### config.mk
export PLATFORM = sky130hd
export DESIGN_NAME = obstacle_collision_flat
export DESIGN_NICKNAME = d
export VERILOG_FILES = /design/src/rtl/dino_pkg.sv /design/src/rtl/obstacle_collision_if.sv /design/src/rtl/obstacle_collision_tick_gen.sv /design/src/rtl/obstacle_collision.sv /design/src/flat_wrapper.sv
export SDC_FILE = /design/constraint.sdc
export NUM_CORES = 1
export LEC_CHECK = 0
export CORE_MARGIN = 2
export CORE_UTILIZATION = 30
export DETAILED_ROUTE_END_ITERATION = 8
export HOLD_SLACK_MARGIN = 0.03
export MAX_ROUTING_LAYER = met4
export SKIP_CTS_REPAIR_TIMING = 1
export SLEW_MARGIN = 25
export SYNTH_ARGS = -nofsm -noshare
export SYNTH_HDL_FRONTEND = slang
export SYNTH_SLANG_ARGS = --single-unit
export TNS_END_PERCENT = 20
### constraint.sdc
create_clock -name clk -period 2.2 [get_ports clk]
set_clock_uncertainty 0.2 [all_clocks]
set_input_delay 0.44 -clock clk [delete_from_list [all_inputs] [get_ports clk]]
set_output_delay 0.44 -clock clk [all_outputs]
set_load 0.1 [all_outputs]
### src/rtl/dino_pkg.sv
// Shared definitions for the dinosaur game stages: FSM states, LFSR
// constants and default playfield geometry (also used by the renderer).
package dino_pkg;

    typedef enum logic [1:0] {
        ST_IDLE = 2'd0,
        ST_RUN  = 2'd1,
        ST_OVER = 2'd2
    } state_t;

    // Fibonacci LFSR x^8+x^6+x^5+x^4+1, shifting left; feedback from bits 7,5,4,3
    localparam logic [7:0] LFSR_SEED = 8'hA5;
    localparam logic [7:0] LFSR_TAPS = 8'hB8;

    // Default geometry in pixels
    localparam int SCREEN_W_DEF = 640;
    localparam int DINO_X_DEF   = 64;
    localparam int DINO_W_DEF   = 20;
    localparam int OBST_W_DEF   = 16;
    localparam int OBST_H_DEF   = 24;

    function automatic logic [7:0] lfsr_next(input logic [7:0] v);
        return {v[6:0], ^(v & LFSR_TAPS)};
    endfunction

endpackage

### src/rtl/obstacle_collision_if.sv
// Game-control bus between the jump stage / game logic and the obstacle stage.
interface obstacle_collision_if;
    logic        start;
    logic [6:0]  jump_h;
    logic        halt;
    logic [10:0] obst_x;
    logic [13:0] score;
    logic        score_tick;
    logic        game_over;

    // master: the side driving start/jump_h and consuming the status
    modport master (output start, jump_h,
                    input  halt, obst_x, score, score_tick, game_over);
    // slave: the obstacle/collision stage itself
    modport slave  (input  start, jump_h,
                    output halt, obst_x, score, score_tick, game_over);
endinterface

### src/rtl/obstacle_collision_tick_gen.sv
// Step divider: counts 0..STEP_CYCLES-1 while enabled and emits a one-cycle
// step pulse on terminal count. Clear has priority over enable.
module tick_gen #(
    parameter int STEP_CYCLES = 250000
) (
    input  logic clk,
    input  logic reset,
    input  logic i_clr,
    input  logic i_en,
    output logic o_step
);
    localparam int CW = (STEP_CYCLES > 1) ? $clog2(STEP_CYCLES) : 1;
    localparam logic [CW-1:0] TERM = CW'(STEP_CYCLES - 1);

    logic [CW-1:0] r_cnt;

    // Divider counter, frozen when not enabled
    always_ff @(posedge clk) begin
        if (reset || i_clr)
            r_cnt <= '0;
        else if (i_en)
            r_cnt <= (r_cnt == TERM) ? '0 : r_cnt + 1'b1;
    end

    assign o_step = i_en && (r_cnt == TERM);

endmodule

### src/rtl/obstacle_collision.sv
// Obstacle scroller and collision detector. Scrolls one obstacle right to
// left, checks overlap with the dinosaur each RUN cycle, keeps the score.
// Optional feature: OBSTACLE_RANDOM_GAP_EN adds an LFSR-driven random
// spawn gap (reload = SCREEN_W + LFSR[5:0]); otherwise reload is SCREEN_W.
module obstacle_collision
    import dino_pkg::*;
#(
    parameter int STEP_CYCLES = 250000,
    parameter int SCREEN_W    = SCREEN_W_DEF,
    parameter int DINO_X      = DINO_X_DEF,
    parameter int DINO_W      = DINO_W_DEF,
    parameter int OBST_W      = OBST_W_DEF,
    parameter int OBST_H      = OBST_H_DEF,
    parameter int SCORE_MAX   = 9999
) (
    input  logic               clk,
    input  logic               reset,
    obstacle_collision_if.slave bus
);
    state_t      r_state, w_state_nx;
    logic [10:0] r_x;
    logic [13:0] r_score;
    logic        r_tick, r_halt, r_over;
    logic        w_init, w_hit, w_step;
    logic [11:0] w_x12;
    logic [10:0] w_reload;
    logic [13:0] w_score_inc;

    // Overlap test on registered position, 12-bit so x+OBST_W cannot wrap
    assign w_x12 = {1'b0, r_x};
    assign w_hit = (r_state == ST_RUN)
                && (w_x12 < 12'(DINO_X + DINO_W))
                && ((w_x12 + 12'(OBST_W)) > 12'(DINO_X))
                && ({5'd0, bus.jump_h} < 12'(OBST_H));

    assign w_score_inc = (r_score >= 14'(SCORE_MAX)) ? r_score : r_score + 14'd1;

`ifdef OBSTACLE_RANDOM_GAP_EN
    logic [7:0] r_lfsr;

    // Free-running gap generator, advances every clock in every state
    always_ff @(posedge clk) begin
        if (reset) r_lfsr <= LFSR_SEED;
        else       r_lfsr <= lfsr_next(r_lfsr);
    end

    assign w_reload = 11'(SCREEN_W) + {5'd0, r_lfsr[5:0]};
`else
    assign w_reload = 11'(SCREEN_W);
`endif

    // Divider runs only in RUN; a colliding cycle's step is dropped
    tick_gen #(.STEP_CYCLES(STEP_CYCLES)) u_tick (
        .clk    (clk),
        .reset  (reset),
        .i_clr  (w_init),
        .i_en   ((r_state == ST_RUN) && !w_hit),
        .o_step (w_step)
    );

    // FSM state register
    always_ff @(posedge clk) begin
        if (reset) r_state <= ST_IDLE;
        else       r_state <= w_state_nx;
    end

    // FSM next state; w_init flags a (re)start from IDLE or OVER
    always_comb begin
        w_state_nx = r_state;
        w_init     = 1'b0;
        case (r_state)
            ST_IDLE, ST_OVER: if (bus.start) begin
                w_state_nx = ST_RUN;
                w_init     = 1'b1;
            end
            ST_RUN:  if (w_hit) w_state_nx = ST_OVER;
            default: w_state_nx = ST_IDLE;
        endcase
    end

    // Obstacle position, score and registered status outputs
    always_ff @(posedge clk) begin
        if (reset) begin
            r_x     <= 11'(SCREEN_W);
            r_score <= '0;
            r_tick  <= 1'b0;
            r_halt  <= 1'b1;
            r_over  <= 1'b0;
        end else begin
            r_halt <= (w_state_nx != ST_RUN);
            r_over <= (w_state_nx == ST_OVER);
            r_tick <= 1'b0;
            if (w_init) begin
                r_x     <= 11'(SCREEN_W);
                r_score <= '0;
            end else if (w_step) begin
                if (r_x == '0) begin
                    r_x     <= w_reload;
                    r_score <= w_score_inc;
                    r_tick  <= 1'b1;
                end else begin
                    r_x <= r_x - 1'b1;
                end
            end
        end
    end

    assign bus.halt       = r_halt;
    assign bus.obst_x     = r_x;
    assign bus.score      = r_score;
    assign bus.score_tick = r_tick;
    assign bus.game_over  = r_over;

endmodule

### src/flat_wrapper.sv
// flat-port wrapper written by rule: the top's interface ports become plain ports
module obstacle_collision_flat import dino_pkg::*;
#(
    parameter int STEP_CYCLES = 250000,
    parameter int SCREEN_W    = SCREEN_W_DEF,
    parameter int DINO_X      = DINO_X_DEF,
    parameter int DINO_W      = DINO_W_DEF,
    parameter int OBST_W      = OBST_W_DEF,
    parameter int OBST_H      = OBST_H_DEF,
    parameter int SCORE_MAX   = 9999
)
  (clk, reset, bus_start, bus_jump_h, bus_halt, bus_obst_x, bus_score, bus_score_tick, bus_game_over);
  obstacle_collision_if bus_i ();
  input  logic clk;
  input  logic reset;
  input wire logic [$bits(bus_i.start)-1:0] bus_start;
  input wire logic [$bits(bus_i.jump_h)-1:0] bus_jump_h;
  output wire logic [$bits(bus_i.halt)-1:0] bus_halt;
  output wire logic [$bits(bus_i.obst_x)-1:0] bus_obst_x;
  output wire logic [$bits(bus_i.score)-1:0] bus_score;
  output wire logic [$bits(bus_i.score_tick)-1:0] bus_score_tick;
  output wire logic [$bits(bus_i.game_over)-1:0] bus_game_over;
  assign bus_i.start = bus_start;
  assign bus_i.jump_h = bus_jump_h;
  assign bus_halt = bus_i.halt;
  assign bus_obst_x = bus_i.obst_x;
  assign bus_score = bus_i.score;
  assign bus_score_tick = bus_i.score_tick;
  assign bus_game_over = bus_i.game_over;
  obstacle_collision #(.STEP_CYCLES(STEP_CYCLES), .SCREEN_W(SCREEN_W), .DINO_X(DINO_X), .DINO_W(DINO_W), .OBST_W(OBST_W), .OBST_H(OBST_H), .SCORE_MAX(SCORE_MAX)) u_core (.clk(clk), .reset(reset), .bus(bus_i));
endmodule
Word-level counts from Yosys, hierarchy flattened:

Index checks and enable logic that the tools add are counted.

* register bits after elaboration: 48
* bits of input ports: 10
* output and inout bits: 28
* word-level logic and storage cells: 43

* add/sub/neg operators: 4
* order comparisons: 4
* equal/unequal tests: 5
* muxes and demuxes: 8
* bitwise operators: 2
* reductions and logical operators: 13

Operator list (number)
* $add A18 B1 Y18 const B: 1
* $eq A18 B18 Y1 const B: 1
* $mux W18: 1
* $add A14 B1 Y14 const B: 1
* $ge A14 B14 Y1 const B: 1
* $add A11 B5 Y12 const B: 1
* $gt A12 B7 Y1 const B: 1
* $logic_not A11 Y1: 1
* $lt A11 B7 Y1 const B: 1
* $mux W11: 1
* $sub A11 B1 Y11 const B: 1
* $lt A7 B5 Y1 const B: 1
* $logic_and A1 B1 Y1: 5
* $eq A2 B2 Y1 const B: 2
* $mux W2: 2
* $pmux W2 S2: 1
* $reduce_or A2 Y1: 2
* $mux W1: 3
* $reduce_and A3 Y1: 1
* $reduce_or A3 Y1: 1
* $eq A2 B1 Y1 const B: 1
* $logic_not A2 Y1: 1
* $ne A2 B1 Y1 const B: 1
* $not A1 Y1: 2
* 2 further kinds: 2

Longest topological paths before layout:

Gate-level depths: netlist of the first run.

* depth in word-level cells: 9
* mapped depth: 9
* depth with buffers taken out: 7

By module:

From an unflattened synthesis of the first run, not the netlist that was laid out.

* cell total of the unflattened synthesis: 260
* area, all modules: 2314.7 um^2

Modules (own cells, without submodules)
* obstacle_collision: instances 1, cells an instance 159, area each 1417.6 um^2, sequential area each 600.6 um^2
* tick_gen: instances 1, cells an instance 101, area each 897.1 um^2, sequential area each 360.3 um^2

Worst setup path after synthesis of the first run:

Ideal clock, no wire load.

* path kind: reg2reg
* start point: register u_core.r_x[4], in the netlist u_core.bus.obst_x[4]
* end point: register u_core.r_x[1], in the netlist u_core.bus.obst_x[1]
* library setup time: 0.070 ns
* arrival time: 2.670 ns
* required time: 1.930 ns
* path slack: -0.741 ns
* cell stages (with the launch flop): 7
* buffers on the path: 1
* period minus slack after synthesis: 2.941 ns
* cell sequence: dfxtp_1 inv_1 o31ai_2 nor3_4 buf_4 or4_1 a21oi_1

* cells in the longest elaborated chain, start to end: 7
* elaborated cells between the ends (all ways): 11
* classes of those cells: add/sub: 1; order compare: 2; mux: 1; reduce/logical: 7

RTL lines
* start: declaration: line obstacle_collision.sv:21 `logic [10:0] r_x;`
* start signal: assignment: line obstacle_collision.sv:84 `r_x <= 11'(SCREEN_W);`
* start signal: assignment: line obstacle_collision.sv:94 `r_x <= 11'(SCREEN_W);`
* start signal: assignment: line obstacle_collision.sv:98 `r_x <= w_reload;`
* $add A11 B5 Y12 / $lt A11 B7 Y1 (equally long branches): line obstacle_collision.sv:33, obstacle_collision.sv:32
* $gt A12 B7 Y1 / $logic_and A1 B1 Y1 (equally long branches): line obstacle_collision.sv:33, obstacle_collision.sv:32
* $logic_and A1 B1 Y1: line obstacle_collision.sv:33 `&& ((w_x12 + 12'(OBST_W)) > 12'(DINO_X))`
* $logic_and A1 B1 Y1: line obstacle_collision.sv:34 `&& ({5'd0, bus.jump_h} < 12'(OBST_H));`
* $logic_not A1 Y1: line obstacle_collision.sv:57 `.i_en ((r_state == ST_RUN) && !w_hit),`
* $logic_and A1 B1 Y1: line obstacle_collision.sv:57
* $logic_and A1 B1 Y1: line obstacle_collision_tick_gen.sv:25 `assign o_step = i_en && (r_cnt == TERM);`

Parallel ways exist; a longest one is shown, timed or not.
A chain may end at the register's enable or synchronous reset.

Worst setup path after layout of the first run:

* start point: input bus_jump_h[5]
* end point: register u_core.u_tick.r_cnt[9]

* cells in the longest elaborated chain, start to end: 4

RTL lines
* start: declaration: line flat_wrapper.sv:17 `input wire logic [$bits(bus_i.jump_h)-1:0] bus_jump_h;`
* $lt A7 B5 Y1: line obstacle_collision.sv:34
* $logic_and A1 B1 Y1: line obstacle_collision.sv:34
* $logic_not A1 Y1: line obstacle_collision.sv:57
* $logic_and A1 B1 Y1: line obstacle_collision.sv:57
* end signal: assignment: line obstacle_collision_tick_gen.sv:22 `r_cnt <= (r_cnt == TERM) ? '0 : r_cnt + 1'b1;`
* end: declaration: line obstacle_collision_tick_gen.sv:15 `logic [CW-1:0] r_cnt;`

No other way between the ends.

==> qor.txt, run 1 <==
status: complete, but fails checks
failing checks: setup timing
clock root buffer: clkbuf_8
R2R setup slack: -0.18 ns
Leakage: 1.48 nW
met2 usage in global routing: 0.237
R2R cell count: 9
Synth async-reset ratio: 0
DRC Markers: 0
Vias: 2,915
Clock Path Buffers: 2
peak fanout along the critical path: 5
highest clock rate: 419 MHz
P_sw: 0.000369 W
core region area: 8640 um2
CTS tree: done
met1 Use GR: 0.222
Seq/Total Area, Yosys: 0.363
synthesized area: 2640 um2
dpl hpwl: 5.76 mm
peak supply drop: 0.286 mV
antenna violations before repair: 0
Mapped Cells: 319
WL per Instance: 15.2 um
Hold Crit Class: flip-flop to flip-flop
CP arrival: 2.38 ns
hold slack: 0.294 ns
die area: 9580 um2
Post-synth EDFFs: 0
final setup fails: 40
io pins: 38
Placed Instances: 517
sequential cell fraction of total power: 0.527
Final nets: 438
placement row count: 34
delay-heaviest family, CP: simple AND/OR/NAND/NOR gates
Power Internal: 0.00127 W
Sink Count: 48
critical path's largest stage delay: 0.42 ns
Die W: 97.9 um
Post-DRT Antenna Nets: 0
area post-placement: 3680 um2
vias in the first global route: 2,575
Area growth syn-to-layout: 55.4%
Least-Margin Pin Slew: 0.474 ns
Via density: 5.47
DRT iter0 DRCs: 117
Worst Setup Slack, final: -0.188 ns
Unique masters post-synth: 52
die outline height: 97.9 um
I/O Buffers: 34
Worst Hold Path EP: u_core.u_tick.r_cnt[16]
clock power share: 0.400
max-cap violations: 0
slowest CP cell: o311ai_0
GRT Util Overall: 0.160
CP Cell Sequence: clkdlybuf4s50_1, or3_1, or3_4, buf_6, o311ai_0, xor2_1, nor2_4
synthesis-stage register bit count: 48
H-tree Lvls: 2
TritonRoute pass-1 iters: 4
Finished Layout Cells: 533
start point of the worst hold path: u_core.u_tick.r_cnt[16]
final instance area: 4110 um2
drt total wl: 8.09 mm
worst path bufs/invs: 2
Worst setup SP type: input pin
combinational power share: 0.073
CP Class: input pin to flip-flop
most common flop cell mapped by yosys: dfxtp_1
largest net degree at the start of global routing: 22
synthesized net count: 333
Ys Warns: 0
switching part of the total: 0.225
Final Wtd Congestion: 0.886
clk_lat worst skew: 0.30 ns
Slew Limit Fails: 0
clock-pin slew on the worst setup and hold paths: 0.09 ns
grt met3 use: 0.0358
Initial Util: 0.306
worst hold path depth: 2
PwrDens: 399 nW/um2
Setup crit end kind: flip-flop
RR Startpoint: u_core.bus.obst_x[1]
Final Hold Fails: 0
Remaining Overflow, GRT: 0
Tmin final: 2.39 ns
unrepaired setup endpoints after global routing: true
n_diodes: 0
busiest grt layer: met2
post-route core utilization: 0.476
share of cells above drive strength 1: 0.440
Max-Slew Margin vs Limit: 0.680
Mean Syn Cell Area: 8.29 um2
fin crit share: 1.09
CTS buffer count: 5
RR Endpoint: u_core.bus.obst_x[1]
required time worst endpoint: 2.20 ns
global-route wire length before repair: 12.4 mm
-- worst register-to-register path: cells and delay by family, from the launching register on --
kind	cells	cell delay, ns
compound gates	2	0.22
simple gates	3	1.07
buf+inv	3	0.33
fa+ha+maj	1	0.13
flops	1	0.36
-- worst max path at each step --
stage / start / endpoint / slack, ns / cells after the start
global route: u_core.bus.obst_x[6] / u_core.bus.score[7] / -0.25 / 6
detailed placement: bus_jump_h[5] / u_core.u_tick.r_cnt[9] / -0.50 / 9
CTS: u_core.u_tick.r_cnt[7] / u_core.u_tick.r_cnt[4] / -0.27 / 6
finish: bus_jump_h[5] / u_core.u_tick.r_cnt[9] / -0.19 / 7
floorplan: u_core.bus.obst_x[5] / u_core.bus.score[11] / -0.26 / 8
global placement: bus_jump_h[5] / u_core.u_tick.r_cnt[4] / -0.48 / 8
-- registers in the layout (all words and copies together) (netlist names) --
name	count
u_core.bus.halt	1
u_core.r_state	2
u_core.bus.game_over	1
u_core.bus.obst_x	11
u_core.bus.score	14
u_core.u_tick.r_cnt	18
u_core.bus.score_tick	1
-- metrics by stage --
| stage | TNS (ns) | setup slack, ns | total power, W |
|---|---|---|---|
| floorplan | -5.96 | -0.256 | 0.000935 |
| global placement | -14.39 | -0.477 | 0.000980 |
| detailed placement | -15.74 | -0.498 | 0.000981 |
| CTS | -6.75 | -0.275 | 0.00164 |
| global route | -7.63 | -0.253 | 0.00171 |
| finish | -4.38 | -0.188 | 0.00164 |
-- routing by layer --
metal,vias up,routed length [um]
li1,1439,-
met1,1395,3750
met2,73,3930
met3,8,351
met4,0,60
met5,-,0
-- placed cells by master (no fill, tap or decap), types with 4 or more instances in the layout --
cell type / Yosys / final
nor2_1: 16 / 11
buf_12: 0 / 9
or4_1: 15 / 10
nand3_1: 14 / 12
clkbuf_8: 0 / 7
dfxtp_1: 48 / 29
or4_4: 0 / 5
buf_4: 2 / 89
inv_1: 7 / 5
nand2b_1: 6 / 6
dfxtp_4: 0 / 10
a21oi_2: 0 / 7
nor4_1: 8 / 8
o21ai_0: 19 / 14
xor2_1: 5 / 5
clkdlybuf4s50_1: 0 / 5
nand2_1: 24 / 23
nor3_1: 12 / 11
a21oi_1: 29 / 22
nand4_1: 14 / 14
dfxtp_2: 0 / 9
o21ai_1: 0 / 4
o31ai_1: 13 / 10
and4_1: 4 / 4
buf_6: 2 / 9
or3_1: 17 / 15
-- cells in the mapped netlist (4+ instances only) --
master / count / area (um2)
nand2_1: 24 / 90.1
o31ai_1: 13 / 97.6
dfxtp_1: 48 / 961
inv_1: 7 / 26.3
or4_1: 15 / 113
nor4_1: 8 / 50.1
a21oi_1: 29 / 145
ha_1: 4 / 50.1
nand2b_1: 6 / 37.5
or3_1: 17 / 106
nor3_1: 12 / 60.1
buf_2: 6 / 30.0
nand4_1: 14 / 87.6
clkbuf_1: 6 / 22.5
nand3_1: 14 / 70.1
xor2_1: 5 / 43.8
nor2_1: 16 / 60.1
and4_1: 4 / 35.0
o21ai_0: 19 / 95.1
-- power groups by stage --
stage               clock network [W]   logic, W  registers [W]
finish                       0.000656   0.000119       0.000864
global route                 0.000721   0.000127       0.000866
CTS                          0.000676  0.0000969       0.000864
detailed placement                  0  0.0000968       0.000885
global placement                    0  0.0000959       0.000885
floorplan                           0  0.0000399       0.000895
-- final cells by class --
type | count | area (um2)
inverters | 7 | 31.3
fillers | 838 | 4530
clock buffers | 8 | 121
flip-flops and latches | 48 | 1010
multi-input cells | 247 | 1770
repair buffers | 115 | 1040
well taps | 108 | 135
-- kinds of logic after synthesis --
logic type / share of synthesized area
AOI/OAI and AO/OA: 0.209
buffers and inverters: 0.0454
adders and majority gates: 0.0189
xor gates and xnor gates: 0.0199
and+or+nand+nor: 0.343
DFF: 0.363
No activity file was read; power rests on OpenSTA's default activity.
==> run 2: changes to the inputs <==
CORE_UTILIZATION = 49   (was 30)
GPL_ROUTABILITY_DRIVEN = 0   (was default)
PLACE_DENSITY = 0.76   (was default)
==> qor.txt, run 2 (synthesized netlist as in run 1, its figures left out) <==
Remaining Overflow, GRT: 0 (unchanged)
clock-pin slew on the worst setup and hold paths: 0.09 ns (about the same)
highest clock rate: 416 MHz (-0.69%)
Die W: 77.5 um (-21%)
Tot Pwr: 0.00152 W (-7.1%)
Slew Limit Fails: 0 (unchanged)
Least-Margin Pin Slew: 0.385 ns (-0.0890 ns)
Clock Path Buffers: 2 (unchanged)
drt total wl: 7.92 mm (-2.2%)
CTS tree: done
largest net degree at the start of global routing: 22 (unchanged)
required time worst endpoint: 2.24 ns (+0.04 ns)
worst hold path depth: 2 (unchanged)
share of cells above drive strength 1: 0.431 (-0.00872)
unrepaired setup endpoints after global routing: true
DRC Markers: 0 (unchanged)
Worst Hold Path EP: u_core.u_tick.r_cnt[1]
global-route wire length before repair: 11.8 mm (-4.7%)
area post-placement: 3590 um2 (-2.4%)
peak supply drop: 0.295 mV (+3.1%)
fin crit share: 1.09 (+0.00754)
Tmin final: 2.41 ns (+0.0166 ns)
die area: 6000 um2 (-37%)
start point of the worst hold path: u_core.u_tick.r_cnt[1]
clk_lat worst skew: 0.30 ns (about the same)
H-tree Lvls: 2 (unchanged)
CP Class: flip-flop to flip-flop
largest reg by FF count: u_core.u_tick.r_cnt
R2R setup slack: -0.21 ns (-0.03 ns)
RR Startpoint: u_core.bus.obst_x[0]
status: complete, but fails checks
Setup crit end kind: flip-flop
I/O Buffers: 34 (unchanged)
most common cell after layout, fill and taps aside: buf_4
max-cap violations: 0 (unchanged)
most frequent cells in the layout: buf_4, dfxtp_1, nand2_1
Hold Crit Class: flip-flop to flip-flop
die outline height: 77.5 um (-21%)
R2R cell count: 8 (-1)
Via density: 6.01 (+9.9%)
final instance area: 3950 um2 (-3.9%)
Worst Setup Slack, final: -0.205 ns (-0.0166 ns)
Area growth syn-to-layout: 49.3%
placement row count: 26 (-24%)
hold slack: 0.297 ns (+0.00306 ns)
DRT iter0 DRCs: 268 (+130%)
WL per Instance: 16.1 um (+6.0%)
Vias: 2,956 (+1.4%)
Post-DRT Antenna Nets: 0 (unchanged)
dpl hpwl: 5.41 mm (-6.0%)
Initial Util: 0.511 (+0.205)
TritonRoute pass-1 iters: 5 (+1)
Final nets: 435 (-0.68%)
Final TNS setup: -4.39 ns (-0.0132 ns)
Sink Count: 48 (unchanged)
pre-CTS setup slack: -0.491 ns (+0.00650 ns)
Final Hold Fails: 0 (unchanged)
CTS buffer count: 5 (unchanged)
clock root buffer: clkbuf_8
max reg flops: 18 (unchanged)
Worst setup SP type: flip-flop
RR Endpoint: u_core.bus.score[7]
CP arrival: 2.44 ns (+0.06 ns)
peak fanout along the critical path: 6 (+1)
final setup fails: 40 (unchanged)
core region area: 5170 um2 (-40%)
Max-Slew Margin vs Limit: 0.740 (+0.0601)
PwrDens: 386 nW/um2 (-3.3%)
n_diodes: 0 (unchanged)
failing checks: setup timing
io pins: 38 (unchanged)
GRT Util Overall: 0.248 (+0.0881)
Leakage: 1.42 nW (-3.9%)
antenna violations before repair: 0 (unchanged)
vias in the first global route: 2,577 (+0.078%)
run 2: cell count changes in the layout (fill, tap and decap cells not counted), sizes merged:
cell and delta:
buf -2, clkbuf -1
run 2: critical path, stage by stage, from the launching register on:
cell	delay, ns
dfxtp_4	0.36
inv_4	0.06
ha_4	0.12
or3b_4	0.42
nor4_4	0.24
nand4_1	0.20
buf_6	0.19
or4_1	0.40
a21oi_1	0.14
run 2: cell type report:
class                      count  area, um2
clock buffer                   8       90.1
timing repair buffer         112        965
tap                           70       87.6
inverter                       7       31.3
fill                         354       1220
sequential                    48       1010
multi-input combinational    247       1770
run 2: per-layer routing:
layer,vias to the layer above,routed length (um),share of wire,global-route usage
li1,1444,-,-,-
met1,1382,3410,0.43,0.316
met2,115,3940,0.50,0.402
met3,15,400,0.051,0.0337
met4,0,172,0.022,0.0946
met5,-,0,0,-
run 2: report_power, final:
part           internal, W  switching (W)  leakage (nW)
Clock             0.000257       0.000288        0.0455
Sequential        0.000860     0.00000469         0.398
Combinational    0.0000479      0.0000663         0.978
run 2: worst max-delay path by stage:
stage                                    start                       to  slack, ns  cells past startpoint
after floorplan           u_core.bus.obst_x[5]     u_core.bus.score[11]      -0.26                      8
after global routing      u_core.bus.obst_x[1]     u_core.bus.score[11]      -0.27                      8
after global placement           bus_jump_h[5]  u_core.u_tick.r_cnt[10]      -0.45                      8
after detailed placement         bus_jump_h[5]   u_core.u_tick.r_cnt[5]      -0.49                      9
final                     u_core.bus.obst_x[0]      u_core.bus.score[7]      -0.21                      8
after CTS                 u_core.bus.obst_x[0]   u_core.u_tick.r_cnt[5]      -0.23                      9
run 2: per-stage QoR:
stage	util	instances
2_1_floorplan	-	319
3_3_place_gp	0.694	475
3_5_place_dp	0.694	475
4_1_cts	0.711	483
5_1_grt	0.763	492
6_report	0.763	492
==> run 3: changes to the inputs <==
GPL_ROUTABILITY_DRIVEN = 1   (was 0)
==> results of run 3 <==
No change in the layout: final DEF, timing and power equal those of run 2.
